File: src/rtl/ins_check_pc_select.sv
`default_nettype none
// ============================================================================
// Module   : ins_check_pc_select
// Purpose  : Instruction-check stage and PC-source mux for the fetch path.
//            Each non-stalled cycle the fetched word is issued downstream
//            together with a 19-bit decoded control word. A control-transfer
//            instruction inserts phases-1 bubbles. On the last bubble the
//            redirect PC is selected for one cycle.
// Ports    : clock                    - system clock, rising edge
//            reset_n                  - synchronous active-low reset
//            pc_in_0 / pc_in_1        - sequential / redirect PC
//            ins_in                   - fetched instruction word
//            wait_for_next_in         - fetch stall request (freeze)
//            pc_out                   - selected PC (combinational mux)
//            ins_out                  - issued instruction, 0 = bubble
//            signal_out               - decoded control word
//            pc_choice_out            - PC source select, 1 = pc_in_1
//            cu_enable_out            - ins_out holds a real instruction
//            communication_enable_out - signal_out carries a new word
// Revision : 1.0 - initial release
// ============================================================================
module ins_check_pc_select #(
    parameter int bus_width = 32,
    parameter int phases    = 5
) (
    input  logic                 clock,
    input  logic                 reset_n,
    input  logic [bus_width-1:0] pc_in_0,
    input  logic [bus_width-1:0] pc_in_1,
    input  logic [bus_width-1:0] ins_in,
    input  logic                 wait_for_next_in,
    output logic [bus_width-1:0] pc_out,
    output logic [bus_width-1:0] ins_out,
    output logic [18:0]          signal_out,
    output logic                 pc_choice_out,
    output logic                 cu_enable_out,
    output logic                 communication_enable_out
);

    localparam int             c_CNT_W  = $clog2(phases) + 1;
    localparam logic [c_CNT_W-1:0] c_CNT_LOAD = c_CNT_W'(phases - 1);
    localparam logic [c_CNT_W-1:0] c_CNT_ONE  = c_CNT_W'(1);

    // Registered state
    logic [bus_width-1:0] ins_q,    ins_d;
    logic [18:0]          sig_q,    sig_d;
    logic                 choice_q, choice_d;
    logic                 cu_q,     cu_d;
    logic                 comm_q,   comm_d;
    logic [c_CNT_W-1:0]   cnt_q,    cnt_d;

    // Decode of the incoming word
    logic [5:0]  w_opcode;
    logic        w_is_ctrl;
    logic        w_is_mem;
    logic        w_is_nop;
    logic [18:0] w_decoded;

    always_comb begin
        w_opcode  = ins_in[31:26];
        w_is_ctrl = (w_opcode == 6'b000010) || (w_opcode == 6'b000011) ||
                    (w_opcode == 6'b000100) || (w_opcode == 6'b000101);
        w_is_mem  = (w_opcode[5:3] == 3'b100) || (w_opcode[5:3] == 3'b101);
        w_is_nop  = (ins_in == '0);
        w_decoded = {w_opcode, ins_in[25:21], ins_in[20:16],
                     1'b1, w_is_ctrl, w_is_mem};
    end

    // Next-state logic. Priority below reset: wait > stall > issue.
    always_comb begin
        ins_d    = ins_q;
        sig_d    = sig_q;
        choice_d = choice_q;
        cu_d     = 1'b0;
        comm_d   = 1'b0;
        cnt_d    = cnt_q;

        if (wait_for_next_in) begin
            // Freeze: hold the issued word, counter and PC select, but drop
            // the enables so downstream does not see the word twice.
        end else if (cnt_q != '0) begin
            // Bubble cycle; the redirect PC is selected on the final one.
            ins_d    = '0;
            sig_d    = '0;
            cnt_d    = cnt_q - c_CNT_ONE;
            choice_d = (cnt_q == c_CNT_ONE);
        end else if (w_is_nop) begin
            ins_d    = '0;
            sig_d    = '0;
            choice_d = 1'b0;
        end else begin
            ins_d    = ins_in;
            sig_d    = w_decoded;
            choice_d = 1'b0;
            cu_d     = 1'b1;
            comm_d   = 1'b1;
            if (w_is_ctrl) begin
                cnt_d = c_CNT_LOAD;
            end
        end
    end

    always_ff @(posedge clock) begin
        if (!reset_n) begin
            ins_q    <= '0;
            sig_q    <= '0;
            choice_q <= 1'b0;
            cu_q     <= 1'b0;
            comm_q   <= 1'b0;
            cnt_q    <= '0;
        end else begin
            ins_q    <= ins_d;
            sig_q    <= sig_d;
            choice_q <= choice_d;
            cu_q     <= cu_d;
            comm_q   <= comm_d;
            cnt_q    <= cnt_d;
        end
    end

    assign pc_out                   = choice_q ? pc_in_1 : pc_in_0;
    assign ins_out                  = ins_q;
    assign signal_out               = sig_q;
    assign pc_choice_out            = choice_q;
    assign cu_enable_out            = cu_q;
    assign communication_enable_out = comm_q;

endmodule
`default_nettype wire

File: config.mk
export PLATFORM = sky130hd
export DESIGN_NAME = ins_check_pc_select
export DESIGN_NICKNAME = d
export VERILOG_FILES = /design/src/rtl/ins_check_pc_select.sv
export SDC_FILE = /design/constraint.sdc
export NUM_CORES = 1
export LEC_CHECK = 0
export ABC_AREA = 1
export CORE_MARGIN = 2
export CORE_UTILIZATION = 37
export CTS_CLUSTER_SIZE = 20
export DETAILED_ROUTE_END_ITERATION = 7
export PLACE_DENSITY = 0.92
export SLEW_MARGIN = 15
export SYNTH_ARGS = -nofsm -noshare
export SYNTH_HDL_FRONTEND = slang
export SYNTH_SLANG_ARGS = --single-unit
File: constraint.sdc
create_clock -name clock -period 2.64 [get_ports clock]
set_input_delay 0.264 -clock clock [delete_from_list [all_inputs] [get_ports clock]]
set_output_delay 0.264 -clock clock [all_outputs]
set_load 0.01 [all_outputs]
## Yosys cells after proc, flatten, opt, wreduce, memory -nomap -nowiden

Index checks and enable logic that the tools add are counted.

- Flip-flop bits (word level): 57
- Output and inout bits: 86
- Logic and storage cells: 35

- Add/sub/neg operators: 1
- Equal/unequal tests: 8
- Muxes and demuxes: 10
- Bitwise logic cells: 2
- Reduce and logical (&&, ||, !) cells: 9

Operators by type and width:

| operator | count |
|---|---|
| $mux W32 | 3 |
| $mux W19 | 2 |
| $logic_not A32 Y1 | 1 |
| $eq A6 B2 Y1 const B | 2 |
| $eq A6 B3 Y1 const B | 2 |
| $mux W4 | 3 |
| $eq A3 B3 Y1 const B | 2 |
| $eq A4 B1 Y1 const B | 1 |
| $logic_or A1 B1 Y1 | 4 |
| $reduce_bool A4 Y1 | 1 |
| $sub A4 B1 Y4 const B | 1 |
| $reduce_and A3 Y1 | 1 |
| $reduce_or A3 Y1 | 1 |
| $mux W1 | 2 |
| $ne A2 B1 Y1 const B | 1 |
| $not A1 Y1 | 2 |
| $reduce_bool A2 Y1 | 1 |

## Depth between registers and ports, before layout

Gate-level depths: netlist of run 1.

- Word-level depth: 7
- Gate-level depth with buffers: 8
- Depth with buffers taken out: 8

## Least setup slack after synthesis of run 1

No wires, ideal clock.

- Kind: register to output
- Start point: register choice_q (netlist: pc_choice_out)
- End point: output port pc_out[10]
- Arrival: 1101 ps
- Required time: 2376 ps
- Path slack: 1275 ps
- Stages on the path, launching flop included: 4
- Path through: dfxtp_1 buf_2 buf_2 mux2_2

- Word-level cells in the longest chain between the ends: 1

RTL lines:

| item | line | text |
|---|---|---|
| start, declared | 47 | `logic choice_q, choice_d;` |
| start signal, assigned | 114 | `choice_q <= choice_d;` |
| $mux W32 | 121 | `assign pc_out = choice_q ? pc_in_1 : pc_in_0;` |
| end, declared | 32 | `output logic [bus_width-1:0] pc_out,` |

No other way between the ends.

## Worst setup path in the final report of run 1

- Start point: register choice_q (netlist: pc_choice_out)
- End point: output port pc_out[29]

Same word-level chain as after synthesis.

==> metrics.txt, run 1 <==
outcome=finished clean; via count=2,530; Syn Inst Count=roughly 290; Finished Core Util=64.9%; most common cell after layout, fill and taps aside=clkdlybuf4s50_1; number of synthesized flops with an enable pin=0; Routed Antenna Nets=0; worst r2r path cells=6; Switching Share=a little under a third; Reg power frac=36.2%; HPWL Detailed=around 6300 microns; post-CTS sizing=0; Setup crit end kind=output pin; largest net degree at the start of global routing=36; Pre-antenna DRT Iters=4; drt drc=0; Crit Reg-Reg Endpoint=cnt_q[1]$_SDFFE_PN0P_; CTS max path bufs=2; Mean Syn Cell Area=a little under 9 sq um; cell area after layout=roughly 4300 sq um; Arr. time, crit path=1900 ps; gpl congestion=approximately 0.95; RSZ-0062 raised after global routing=false; Post-Layout Cell Count=about 530; layout cells sized above 1=25.2%; CP startpoint=pc_choice_out$_SDFFE_PN0N_; Sw Pwr=roughly 0.64 mW; Remaining Overflow, GRT=0; die width=a little under 90 microns; worst vdd ir=approximately 350 uV; syn_nets=approximately 390; Worst setup endpoint=pc_out[29]; pwr/cell area=approximately 460 nW/um^2; internal power=between 1 and 1.5 mW; Final Critical Period=around 2200 ps; Final Skew=between 5 and 6 ps; root buffer cell=clkbuf_8; Synth top area share=32.5%; DRT iter0 DRCs=74; final wirelength=roughly 8100 microns; DR WL/cell=15.3 microns; Leakage Power=approximately 1.6 nW; Inserted Clock Buffers=5; critical path class=reg -> out; register area share after synthesis=32.5%; fin crit share=slightly above 80%; Gate power share=approximately two fifths; fin nets=roughly 550; Slew @ Worst Pin=483 ps; Via density=~4.8; Async S/R FF share, synth=0%; Hold Crit Class=reg -> reg; htree depth=2; # setup viols final=0; Reg-to-Reg Start=cnt_q[0]$_SDFFE_PN0P_; Placed Area=between 4000 and 5000 sq um; Max-Cap Viols=0; worst-path fanout max=33; IO Count=~190; GRT Total Usage=20.1%; FP Rows=30; vias in the first global route=2,384; worst hold path startpoint=cnt_q[3]$_SDFFE_PN0P_; Startpoint Class=flop; Slew HR=67.8%; Worst R2R Setup Slack=~1200 ps; clock sink count=~40; worst-skew pair later-pin latency=280 ps; fin. max-slew vios=0; post-synth cell types=23; antenna violations before repair=0; Placed Cells=approximately 520; P&R area growth vs syn=71.6%; die area=~7500 sq um; setup bufs post-CTS=0; clock-pin slew on the worst setup and hold paths=roughly 80 ps; Most used DFF post-synth=dfxtp_1; most frequent cells in the layout=184 x clkdlybuf4s50_1, 57 x nand2_1, 41 x dfxtp_1; Final Hold Vio Count=0; top cells by area, synth=dfxtp_1 32%, mux2_2 14%, nand3_2 12%; worst hold margin=469 ps; IO buf count=~180; Clock power frac=between 20% and 30%; fillcell total=between 500 and 600; die height=between 80 and 90 microns; setup tns final=0 ps; first-pass GRT wire length=between 10,000 and 15,000 microns; CTS tree=built; Synthesis Warnings=0; Synth Register Bits=41; Fmax=462 MHz; Cell Area, Synth=roughly 2500 sq um; Core ar.=roughly 6700 sq um; initial core utilization=between 30% and 40%; ANT cells=0; CP required=roughly 2400 ps; Post-CTS Hold Buffers=0; cell taking the most area after synthesis=dfxtp_1
[metal layers]
| metal | share of wire [%] | GRT usage [%] |
|---|---|---|
| met5 | 0 | 0 |
| met1 | 40 | 22.6 |
| met2 | 52 | 37.9 |
| met4 | 0.79 | 4.12 |
| met3 | 7.5 | 5.24 |
[state kept, by name (all words and copies together) (netlist names)]
name and cells:
ins_out 32, cnt_q 4, signal_out 3, communication_enable_out 1
pc_choice_out 1
[per-stage QoR]
step                worst slack (ps)  total power, mW
floorplan                       1280             1.24
global placement                 808             1.56
detailed placement               786             1.58
CTS                              460             2.03
global route                     403             2.11
finish                           478             2.01
[power by group through the flow]
stage	Sequential, mW	Clock [mW]	Combinational [mW]
after global routing	0.736	0.494	0.883
after CTS	0.728	0.464	0.836
final	0.727	0.453	0.829
after global placement	0.740	0	0.820
after detailed placement	0.742	0	0.834
after floorplan	0.763	0	0.479
[critical path, cell delays in order, from the launching register on]
cell and delay (ps):
dfxtp_1 340, buf_4 370, mux2_2 390, clkdlybuf4s50_1 510
[cells in the mapped netlist, types with 2 or more instances]
cell type	instances
a21oi_1	8
a21oi_2	30
inv_1	10
nand3_1	7
buf_2	10
o21ai_0	3
buf_12	3
buf_6	3
mux2_2	32
nor2_1	24
nand3_2	30
dfxtp_1	41
nand2_1	57
clkbuf_1	2
buf_4	18
[cell families (layout without fill, tap and decap cells)]
group / after synthesis / in the layout / synth area share (%)
and+or+nand+nor: 123 / 123 / 26.9
buffers and inverters: 47 / 210 / 13.2
AOI/OAI and AO/OA: 43 / 43 / 13.2
DFF: 41 / 41 / 32.5
muxes: 32 / 32 / 14.3
[area by class of cell]
class                      instances  area (sq um)  area share, %
multi-input combinational        198          1370           31.7
clock buffer                       7          96.3           2.22
inverter                          11          46.3           1.07
tap                               80           100           2.31
timing repair buffer             191          1890           43.7
clock inverter                     1          5.00          0.115
sequential                        41           821           18.9
[worst min-delay path by stage]
stage	endpoint	slack, ps	cells past startpoint
after floorplan	cnt_q[1]$_SDFFE_PN0P_	380	2
after detailed placement	signal_out[0]$_SDFFE_PN0N_	460	2
final	cnt_q[3]$_SDFFE_PN0P_	470	2
after global routing	pc_choice_out$_SDFFE_PN0N_	490	2
after CTS	signal_out[0]$_SDFFE_PN0N_	470	2
after global placement	ins_out[12]$_SDFFE_PN0N_	450	2
Power figures use the tool's default switching activity.
==> run 2, diff against run 1 <==
Settings changed: CORE_UTILIZATION 37 to 31, PLACE_DENSITY 0.92 to 0.83.
Clock period 2.64 ns to 1.7 ns, I/O delays scaled along.
==> metrics.txt, run 2 (synthesized netlist as in run 1, its figures left out) <==
DRT iter0 DRCs=41 (-45%); fin. max-slew vios=0 (unchanged); Placed Area=4320 sq um (+2.1%); die area=8890 sq um (+18%); outcome=finished clean; Slew @ Worst Pin=316 ps (-167 ps); Via density=4.63 (-3.3%); Reg power frac=35.3% (-0.9 points); CTS max path bufs=2 (unchanged); GRT Total Usage=19.1% (-0.97 points); HPWL Detailed=6890 microns (+8.7%); worst slack, placed=78.9 ps (-707 ps); internal power=2.20 mW (+60%); drt drc=0 (unchanged); cell area after layout=4460 sq um (+2.9%); ANT cells=0 (unchanged); Setup crit end kind=output pin; worst-path fanout max=9 (-73%); Sw Pwr=1.01 mW (+59%); FP Rows=32 (+6.7%); Startpoint Class=flop; fin nets=552 (+0.91%); Max-Cap Viols=0 (unchanged); Inserted Clock Buffers=5 (unchanged); root buffer cell=clkbuf_8; Fmax=602 MHz; # setup viols final=0 (unchanged); Pre-antenna DRT Iters=4 (unchanged); Arr. time, crit path=1490 ps (-410 ps); critical path class=reg -> out; Leakage Power=1.67 nW (+5.1%); Post-CTS Hold Buffers=0 (unchanged); Remaining Overflow, GRT=0 (unchanged); Hold Crit Class=reg -> reg; vias in the first global route=2,571 (+7.8%); worst vdd ir=417 uV (+20%); IO buf count=184 (unchanged); Slew HR=79.0% (+11 points); IO Count=185 (unchanged); Final Critical Period=1660 ps; die width=94.3 microns (+8.8%); pwr/cell area=720 nW/um^2 (+55%); htree depth=2 (unchanged); CP required=1530 ps (-850 ps); most frequent cells in the layout=152 x clkdlybuf4s50_1, 57 x nand2_1, 40 x dfxtp_1; clock sink count=41 (unchanged); antenna violations before repair=0 (unchanged); Core ar.=7810 sq um (+17%); RSZ-0062 raised after global routing=false; first-pass GRT wire length=13,200 microns (+9.8%); layout cells sized above 1=26.0% (+0.88 points); most common cell after layout, fill and taps aside=clkdlybuf4s50_1; Switching Share=31.6% (-0.25 points); clock-pin slew on the worst setup and hold paths=80 ps (about the same); setup tns final=0 ps (unchanged); DR WL/cell=16.1 microns (+5.4%); largest net degree at the start of global routing=31 (-14%); max reg flops=32 (unchanged); worst-skew pair later-pin latency=290 ps (about the same); die height=94.3 microns (+8.8%); CTS tree=built; initial core utilization=32.4% (-5.5 points); Clock power frac=23.8% (+1.3 points); Gate power share=40.9% (-0.4 points); fin crit share=between 90% and 100%; final wirelength=8960 microns (+11%); via count=2,568 (+1.5%); P&R area growth vs syn=76.6%; Final Hold Vio Count=0 (unchanged); Routed Antenna Nets=0 (unchanged); Final Skew=8.23 ps (+2.60 ps); gpl congestion=0.848 (-10%); setup ws final=39.5 ps (-438 ps)
-- run 2: cell types whose count changed in the layout (fill, tap and decap cells not counted), sizes merged --
cell	delta
bufinv	+1
clkdlybuf4s15	+15
clkbuf	-1
dlygate4sd2	+17
buf	+4
clkdlybuf4s50	-32
-- run 2: path summary, 6_finish.rpt --
kind | startpoint | endpoint | slack [ps] | cells past startpoint
max | pc_choice_out$_SDFFE_PN0N_ | pc_out[25] | 40 | 3
min | ins_out[13]$_SDFFE_PN0N_ | ins_out[13]$_SDFFE_PN0N_ | 470 | 2
max reg2reg | cnt_q[0]$_SDFFE_PN0P_ | cnt_q[1]$_SDFFE_PN0P_ | 330 | 6
min reg2reg | ins_out[13]$_SDFFE_PN0N_ | ins_out[13]$_SDFFE_PN0N_ | 470 | 2
-- run 2: through the flow --
step                      hold WS, ps  cells  utilization [%]  power, mW
final                             465    555             57.1       3.21
after global routing              487    555             57.1       3.37
after CTS                         469    554             56.6       3.23
after detailed placement          458    546             55.4       2.49
after global placement            450    546             55.4       2.47
after floorplan                   291    286                -       1.93
-- run 2: area by class of cell --
type | count | area, sq um
Clock inverter | 2 | 35.0
Timing Repair Buffer | 196 | 1990
Inverter | 11 | 46.3
Fill cell | 703 | 3350
Tap cell | 102 | 128
Clock buffer | 5 | 68.8
Multi-Input combinational cell | 198 | 1370
Sequential cell | 41 | 825
-- run 2: power groups by stage --
stage	Clock [mW]	Combinational, mW	Sequential (mW)
2_1_floorplan	0	0.744	1.18
3_3_place_gp	0	1.32	1.15
3_5_place_dp	0	1.34	1.15
4_1_cts	0.782	1.32	1.13
5_1_grt	0.818	1.40	1.15
6_report	0.762	1.31	1.13
-- run 2: routing by layer --
| layer | global-route usage (%) | up-vias | part of all wire (%) |
|---|---|---|---|
| met1 | 20.9 | 1169 | 38 |
| met4 | 5.19 | 0 | 1.6 |
| met2 | 35.2 | 122 | 50 |
| met3 | 6.26 | 10 | 10 |
| met5 | 0 | - | 0 |
| li1 | - | 1267 | - |
-- run 2: repair_timing --
action,in CTS,in global routing
cloned,1,1
resized for setup,35,15
buffers inserted,0,0
endpoints found under the setup margin,32,7
-- run 2: critical path: stages (launching register included) --
cell           delay [ps]
dfxtp_4               410
buf_12                140
mux2_2                350
dlygate4sd2_1         290
==> run 3, diff against run 2 <==
Settings changed: SKIP_CTS_REPAIR_TIMING set to 1.
==> metrics.txt, run 3 (synthesized netlist as in run 1, its figures left out) <==
worst slack, placed=78.9 ps (unchanged); GRT Total Usage=18.8% (-0.29 points); outcome=finished clean; htree depth=2 (unchanged); Multi-input gate area=1370 sq um (unchanged); Inserted Clock Buffers=5 (unchanged); fin. max-slew vios=0 (unchanged); most frequent cells in the layout=152 x clkdlybuf4s50_1, 57 x nand2_1, 40 x dfxtp_1; die height=94.3 microns (unchanged); Hold Crit Class=reg -> reg; Switching Share=31.4% (-0.22 points); largest net degree at the start of global routing=34 (+9.7%); # setup viols final=0 (unchanged); Via density=4.63 (+0.14%); CP required=1530 ps (about the same); CTS max path bufs=2 (unchanged); setup ws final=139 ps (+99.8 ps); first-pass GRT wire length=13,000 microns (-1.3%); Startpoint Class=flop; Pre-antenna DRT Iters=4 (unchanged); IO buf count=184 (unchanged); Max-Cap Viols=0 (unchanged); pwr/cell area=710 nW/um^2 (-1.4%); drt drc=0 (unchanged); fin crit share=91.8% (-5.9 points); via count=2,567 (-0.039%); Crit path largest cell delay=540 ps (+130 ps); register area=825 sq um (unchanged); Slew @ Worst Pin=317 ps (+1.73 ps); Routed Antenna Nets=0 (unchanged); worst vdd ir=416 uV (-0.31%); Tot Pwr=3.22 mW (+0.25%); Crit-path slowest cell=clkdlybuf4s50_1; DR WL/cell=16.1 microns (-0.21%); max reg flops=32 (unchanged); fillcell total=677 (-3.7%); DRT iter0 DRCs=47 (+15%); Sw Pwr=1.01 mW (-0.44%); initial core utilization=32.4% (unchanged); P&R area growth vs syn=79.5%; FP Rows=32 (unchanged); HPWL Detailed=6890 microns (unchanged); Final Hold Vio Count=0 (unchanged); Remaining Overflow, GRT=0 (unchanged); internal power=2.21 mW (+0.56%); worst-skew pair later-pin latency=290 ps (about the same); most common cell after layout, fill and taps aside=clkdlybuf4s50_1; Final Critical Period=1560 ps (-99.8 ps); layout cells sized above 1=25.9% (-0.16 points); Final Skew=6.94 ps (-1.29 ps); fin nets=551 (-0.18%); CP cell instances=clkbuf_16 > clkdlybuf4s50_1; clock sink count=41 (unchanged); die width=94.3 microns (unchanged); final wirelength=8930 microns (-0.39%); IO Count=185 (unchanged); Gate power share=41.1% (+0.2 points); Reg power frac=35.2% (about the same); worst-path fanout max=16 (+7); vias in the first global route=2,553 (-0.70%); CTS tree=built; Placed Cells=546 (unchanged); Slew HR=78.8% (-0.12 points); Fmax=641 MHz (+6.4%); die area=8890 sq um (unchanged); RSZ-0062 raised after global routing=false; Arr. time, crit path=1390 ps (-100 ps); Post-Layout Cell Count=554 (-0.18%); critical path class=reg -> out; ANT cells=0 (unchanged); Leakage Power=1.92 nW (+15%); antenna violations before repair=0 (unchanged); Setup crit end kind=output pin; root buffer cell=clkbuf_8; Core ar.=7810 sq um (unchanged); Clock power frac=23.6% (-0.2 points); gpl congestion=0.848 (unchanged); clock-pin slew on the worst setup and hold paths=80 ps (about the same)
-- run 3: cell count changes in the layout (fill, tap and decap cells not counted), sizes merged --
cell,before,now
dlygate4sd2,17,0
dlymetal6s2s,0,32
clkdlybuf4s15,15,0
buf,11,10
-- run 3: path summary, 6_finish.rpt --
check                             startpoint                       end  slack (ps)  depth (start not counted)
setup / recovery  pc_choice_out$_SDFFE_PN0N_             pc_choice_out         140                          2
hold / removal      ins_out[13]$_SDFFE_PN0N_  ins_out[13]$_SDFFE_PN0N_         470                          2
setup reg to reg       cnt_q[0]$_SDFFE_PN0P_     cnt_q[1]$_SDFFE_PN0P_         330                          6
hold reg to reg     ins_out[13]$_SDFFE_PN0N_  ins_out[13]$_SDFFE_PN0N_         470                          2
-- run 3: power groups by stage --
stage               registers (mW)  clock network [mW]  logic (mW)
finish                        1.13               0.761        1.32
global route                  1.15               0.818        1.42
CTS                           1.13               0.782        1.35
detailed placement            1.15                   0        1.34
global placement              1.15                   0        1.32
floorplan                     1.18                   0       0.744
-- run 3: layout make-up --
class | count | area share, %
timing repair buffer | 195 | 45.4
clock inverter | 2 | 0.773
multi-input combinational | 198 | 30.3
inverter | 11 | 1.02
tap | 102 | 2.81
sequential | 41 | 18.2
clock buffer | 5 | 1.52
-- run 3: per-layer routing --
metal / up-vias / global-route usage (%) / part of all wire [%]
li1: 1263 / - / -
met1: 1177 / 20.9 / 39
met2: 117 / 34.3 / 50
met3: 10 / 6.02 / 9.8
met4: 0 / 5.19 / 1.6
met5: - / 0 / 0
-- run 3: through the flow --
| stage | setup TNS [ps] | instance area (sq um) | hold WS (ps) | util [%] |
|---|---|---|---|---|
| floorplan | 0 | 2530 | 291 | - |
| global placement | 0 | 4320 | 450 | 55.4 |
| detailed placement | 0 | 4320 | 458 | 55.4 |
| CTS | -6960 | 4430 | 469 | 56.7 |
| global route | 0 | 4530 | 487 | 58.1 |
| finish | 0 | 4530 | 465 | 58.1 |
-- run 3: critical path: cells and delay by family, from the launching register on --
kind,cells,cell delay (ps)
flops,1,380
buf+inv,2,720
